### src/rtl/sipo_deframer_8bit.sv
// Rebuilds MSB-first serial words aligned by frame_start into a one-deep valid/ready output register.
// A word is visible the cycle after its last bit; a word finishing while the held one is unaccepted is dropped (overrun).
module sipo_deframer_8bit #(
  parameter int WIDTH      = 8,
  parameter bit CONTINUOUS = 1'b1
) (
  input  logic             clk,
  input  logic             reset,
  input  logic             serial_in,
  input  logic             bit_en,
  input  logic             frame_start,
  input  logic             out_ready,
  input  logic             clr_status,
  output logic [WIDTH-1:0] out_data,
  output logic             out_valid,
  output logic             overrun,
  output logic             resync_err,
  output logic             busy
);

  localparam int CW = $clog2(WIDTH) + 1;

  localparam logic [0:0] IDLE  = 1'b0;
  localparam logic [0:0] SHIFT = 1'b1;

  logic [0:0]       state;
  logic [WIDTH-1:0] shift_reg;
  logic [CW-1:0]    bit_cnt;

  logic             restart;
  logic             resync_set;
  logic             word_done;
  logic             accept;
  logic             overrun_set;
  logic [WIDTH-1:0] word;

  assign busy = (state == SHIFT);

  always_comb begin
    word        = {shift_reg[WIDTH-2:0], serial_in};
    restart     = bit_en & frame_start;
    // bit_cnt == 0 in SHIFT means a word just completed, so a frame_start here is on time
    resync_set  = restart & busy & (bit_cnt != '0);
    word_done   = bit_en & ~frame_start & busy & (bit_cnt == CW'(WIDTH - 1));
    accept      = word_done & (~out_valid | out_ready);
    overrun_set = word_done & out_valid & ~out_ready;
  end

  always_ff @(posedge clk or posedge reset) begin
    if (reset) begin
      state     <= IDLE;
      shift_reg <= '0;
      bit_cnt   <= '0;
    end else if (bit_en) begin
      if (restart || busy) begin
        shift_reg <= word;
      end
      if (restart) begin
        state   <= SHIFT;
        bit_cnt <= CW'(1);
      end else if (word_done) begin
        state   <= CONTINUOUS ? SHIFT : IDLE;
        bit_cnt <= '0;
      end else if (busy) begin
        bit_cnt <= bit_cnt + CW'(1);
      end
    end
  end

  always_ff @(posedge clk or posedge reset) begin
    if (reset) begin
      out_data  <= '0;
      out_valid <= 1'b0;
    end else if (accept) begin
      out_data  <= word;
      out_valid <= 1'b1;
    end else if (out_valid && out_ready) begin
      out_valid <= 1'b0;
    end
  end

  // A set event on the same edge as clr_status wins
  always_ff @(posedge clk or posedge reset) begin
    if (reset) begin
      overrun    <= 1'b0;
      resync_err <= 1'b0;
    end else begin
      if (overrun_set) begin
        overrun <= 1'b1;
      end else if (clr_status) begin
        overrun <= 1'b0;
      end
      if (resync_set) begin
        resync_err <= 1'b1;
      end else if (clr_status) begin
        resync_err <= 1'b0;
      end
    end
  end

endmodule

### config.mk
export PLATFORM = sky130hd
export DESIGN_NAME = sipo_deframer_8bit
export DESIGN_NICKNAME = d
export VERILOG_FILES = /design/src/rtl/sipo_deframer_8bit.sv
export SDC_FILE = /design/constraint.sdc
export NUM_CORES = 1
export LEC_CHECK = 0
export BUFFER_PORTS_ARGS = -buffer_cell sky130_fd_sc_hd__buf_2
export CORE_MARGIN = 3
export CORE_UTILIZATION = 56
export CTS_CLUSTER_DIAMETER = 120
export DETAILED_ROUTE_END_ITERATION = 7
export GPL_ROUTABILITY_DRIVEN = 0
export HOLD_SLACK_MARGIN = 0.03
export PLACE_DENSITY = 0.79
export SLEW_MARGIN = 20
export SYNTH_ARGS = -nofsm -noshare
export SYNTH_HDL_FRONTEND = slang
export SYNTH_SLANG_ARGS = --single-unit
### constraint.sdc
create_clock -name clk -period 3.2 [get_ports clk]
set_input_delay 0.48 -clock clk [delete_from_list [all_inputs] [get_ports clk]]
set_output_delay 0.48 -clock clk [all_outputs]
set_load 0.005 [all_outputs]
After elaboration in Yosys (flattened, before gate mapping)

Index checks and enable logic that the tools add are counted.

Add/sub/neg operators: 1
Multiply operators: 0
Divide/modulo/power cells: 0
$lt $le $gt $ge: 0
Eq/ne operators: 1
Shifts and indexed selects: 0
Multiplexer cells: 10
Bitwise gates (word level): 13
Reductions and logical operators: 11

Operators by type and width:

| operator              | count |
|---|---|
| $mux W4               | 3 |
| $and A1 B1 Y1         | 9 |
| $reduce_bool A2 Y1    | 4 |
| $mux W1               | 7 |
| $reduce_and A2 Y1     | 3 |
| $add A4 B1 Y4 const B | 1 |
| $eq A4 B3 Y1 const B  | 1 |
| $reduce_bool A4 Y1    | 1 |
| $not A1 Y1            | 3 |
| $reduce_bool A3 Y1    | 1 |
| $logic_and A1 B1 Y1   | 1 |
| $logic_or A1 B1 Y1    | 1 |
| $or A1 B1 Y1          | 1 |

Bits in registers: 23
Latch bits: 0
RAM bits: 0
Bits in read-only memories: 0
Input port bits: 7
Output and inout bits: 12
Word-level logic and storage cells: 43
Memories: 0

Longest topological paths before layout

Word-level depth: 7
Depth in mapped cells: 4
Mapped depth without buffers: 4

Least setup slack after synthesis

OpenSTA, ideal clock, no wires.

Path type: in2reg
Start: input port frame_start
End: register out_data[0]
Setup time: 0.125 ns
Arrival: 1.297 ns
Data required time: 3.075 ns
Setup slack: 1.779 ns
Cell stages on the path: 4
Buffers on the path: 1
Path through: buf_2 > nor3b_4 > nand3b_4 > mux2_2

Longest elaborated chain between the ends: 5

Ends and longest elaborated chain:

| what                        | RTL line | source |
|---|---|---|
| start: declaration          | 11       | `input logic frame_start,` |
| $not A1 Y1                  | 44       | `word_done = bit_en & ~frame_start & busy & (bit_cnt == CW'(WIDTH - 1));` |
| $and A1 B1 Y1 (3 in series) | 44       |  |
| $and A1 B1 Y1               | 45       | `accept = word_done & (~out_valid \| out_ready);` |
| end signal: assignment      | 75       | `out_data <= word;` |
| end: declaration            | 14       | `output logic [WIDTH-1:0] out_data,` |

Every way passes these cells.
A chain may end at the register's enable or synchronous reset.

Worst setup path in the final report

Start: register state (netlist: busy)
End: output port busy

RTL lines:

| what                     | RTL line | source |
|---|---|---|
| start: declaration       | 26       | `logic [0:0] state;` |
| start signal: assignment | 62       | `state <= CONTINUOUS ? SHIFT : IDLE;` |
| end: declaration         | 18       | `output logic busy` |

No word-level cell between the ends.

==> flow_summary_export.csv <==
group,metric,value,unit
outcome,status,"finished clean",
critical_path,cp_cell_sequence,"buf_2",
floorplan,rows,14,
sta,relSlewSlack,0.447,
yosys,synth.distinct_cells,22,
clock_tree,cts_hold_buffers,0,
clock_tree,cts_resized,0,
sta,rsz0062_at_grt,"false",
drt,top_layer_used,"met4",
yosys,syn_area_per_cell,13.5,µm²
place,pre_cts_ws,1.62,ns
sta,fin_worst_skew,0.000956,ns
yosys,ys_seq_area_frac,0.578,
grt,grt_max_degree,24,
yosys,synth_area,996,µm²
clock_tree,clk_transition_reported_paths,0.12,ns
cells_and_area,drive_gt1_frac,0.430,
floorplan,die_area,2320,µm²
sta,hold_ws,0.309,ns
power_and_ir_drop,powerDensity,563,nW/µm²
drt,wl_met1,751,µm
drt,drt_iter0_markers,6,
place,dp_hpwl,1120,µm
yosys,syn-num-nets,83,
sta,fmax,671,MHz
yosys,syn_inst,74,
critical_path,cp.required,2.72,ns
cells_and_area,n_antenna_cell,0,
drt,wl_met2,715,µm
critical_path,cp.arrival,1.01,ns
cells_and_area,nNetsFinal,103,
worst_hold_path,holdCritPathClass,"input pin to asynchronous set/reset pin",
power_and_ir_drop,leakage,0.580,nW
yosys,ys_warn_count,0,
cells_and_area,fin_util,0.706,
clock_tree,clockBufferDepth,2,
grt,grt-ovfl-total,0,
run,drv_cap,0,
clock_tree,cts_setup_buffers,0,
critical_path,start_kind,"flip-flop",
drt,routed-via-count,631,
sta,finalMaxSlewViolations,0,
drt,ant_nets,0,
clock_tree,clk_latency,0.31,ns
place,dp.cells,113,
sta,min_period,1.49,ns
floorplan,core,1590,µm²
cells_and_area,area_growth,13.1,%
sta,fin_ws,1.71,ns
clock_tree,cts.sinks,23,
clock_tree,cts_tree,"done",
floorplan,die_h,48.2,µm
grt,grt_pass1_vias,560,
sta,setup_violations,0,
sta,setup_tns,0,ns
yosys,synth_seq_cells,23,
critical_path,crit_family,"flip-flops",
power_and_ir_drop,p_total,0.634,mW
clock_tree,clock-root-buffer,"clkbuf_4",
place,place_area,1100,µm²
drt,wl_met3,57,µm
drt,vias_per_cell,5.39,
cells_and_area,largest_register_ffs,8,
sta,hold_violations,0,
floorplan,io_pins,19,
sta,worst_pin_slew,0.828,ns
clock_tree,cts_buffers,3,
drt,routedWlPerCell,13.2,µm
critical_path,slowest_stage,"dfrtp_1",
sta,fin_crit_sh,0.466,
critical_path,endpoint_kind,"output pin",
cells_and_area,final_cells,117,
cells_and_area,final_cell_mix,"dfrtp_1 (23), buf_2 (18), mux2_2 (15)",
cells_and_area,final_common_cell,"dfrtp_1",
place,port_buffers,18,
grt,antenna_found_initial,0,
cells_and_area,final_cell_area,1130,µm²
critical_path,crit_path_max_fanout,10,
grt,grt_pass1_wl,2480,µm
power_and_ir_drop,worst_ir_drop_vdd,0.315,mV
critical_path,worst-path-buf-inv,1,
drt,route.detailed.drc,0,
grt,grt_usage,0.161,
critical_path,crit_type,"flip-flop to output pin",
drt,first_pass_iters,3,
floorplan,start_util,0.625,
critical_path,slowest_delay,0.53,ns
drt,drt-total-wl,1550,µm
clock_tree,htree_levels,1,
floorplan,die_x,48.2,µm
==> cell type report <==
| type | instances | area (µm²) |
|---|---|---|
| fill | 113 | 468 |
| clock buffer | 3 | 22.5 |
| timing repair buffer | 18 | 90.1 |
| inverter | 5 | 18.8 |
| sequential | 23 | 576 |
| tap | 24 | 30.0 |
| clock inverter | 1 | 5.00 |
| multi-input combinational | 43 | 384 |
==> per-layer routing <==
metal	vias up	global-route usage
li1	299	-
met1	313	0.215
met2	15	0.232
met3	4	0.0443
met4	0	0.0968
met5	-	0
==> power by group <==
part | internal [mW] | switching (mW) | total, mW
Combinational | 0.0716 | 0.0484 | 0.120
Clock | 0.0467 | 0.0849 | 0.132
Sequential | 0.347 | 0.0352 | 0.382
==> cell usage after synthesis <==
master     n  area share
a21o_1     1      0.0075
a22o_1     2       0.018
a32o_1     1       0.010
a41o_1     1       0.010
and2_1     1      0.0063
and4_1     1      0.0088
buf_2      2       0.010
buf_4      1      0.0075
dfrtp_1   23        0.58
ha_1       2       0.025
inv_1      5       0.019
mux2_2    15        0.17
nand2_1    4       0.015
nand2b_1   3       0.019
nand3_1    2       0.010
nand3b_4   1       0.020
nor2_1     1      0.0038
nor3b_1    1      0.0075
nor3b_4    1       0.019
o21ai_0    3       0.015
o21ai_2    1      0.0088
o22ai_1    2       0.013
==> final timing paths <==
kind	from	to	slack [ns]	depth (start not counted)
worst max-delay path	busy	busy	1.71	1
worst min-delay path	reset	shift_reg[3]	0.31	2
worst max register to register	bit_cnt[0]	out_data[2]	1.75	4
worst min register to register	out_data[6]	out_data[6]	0.52	1
max in group asynchronous	reset	out_data[2]	2.38	2
min in group clk	clr_status	resync_err	0.35	2
==> worst reg2reg max path: stages, from the launching register on <==
cell and delay [ns]:
dfrtp_1 0.43, ha_1 0.22, nand3_1 0.12, nand3b_4 0.21, mux2_2 0.35
==> cells by family (layout without fill, tap and decap cells) <==
| kind of cell | count (synthesis) | in the layout | share of synthesized area |
|---|---|---|---|
| compound gates | 11 | 11 | 0.0817 |
| mux | 15 | 15 | 0.170 |
| fa+ha+maj | 2 | 2 | 0.0251 |
| buf+inv | 8 | 27 | 0.0364 |
| flops | 23 | 23 | 0.578 |
| simple gates | 15 | 15 | 0.109 |
Power figures use the tool's default switching activity.
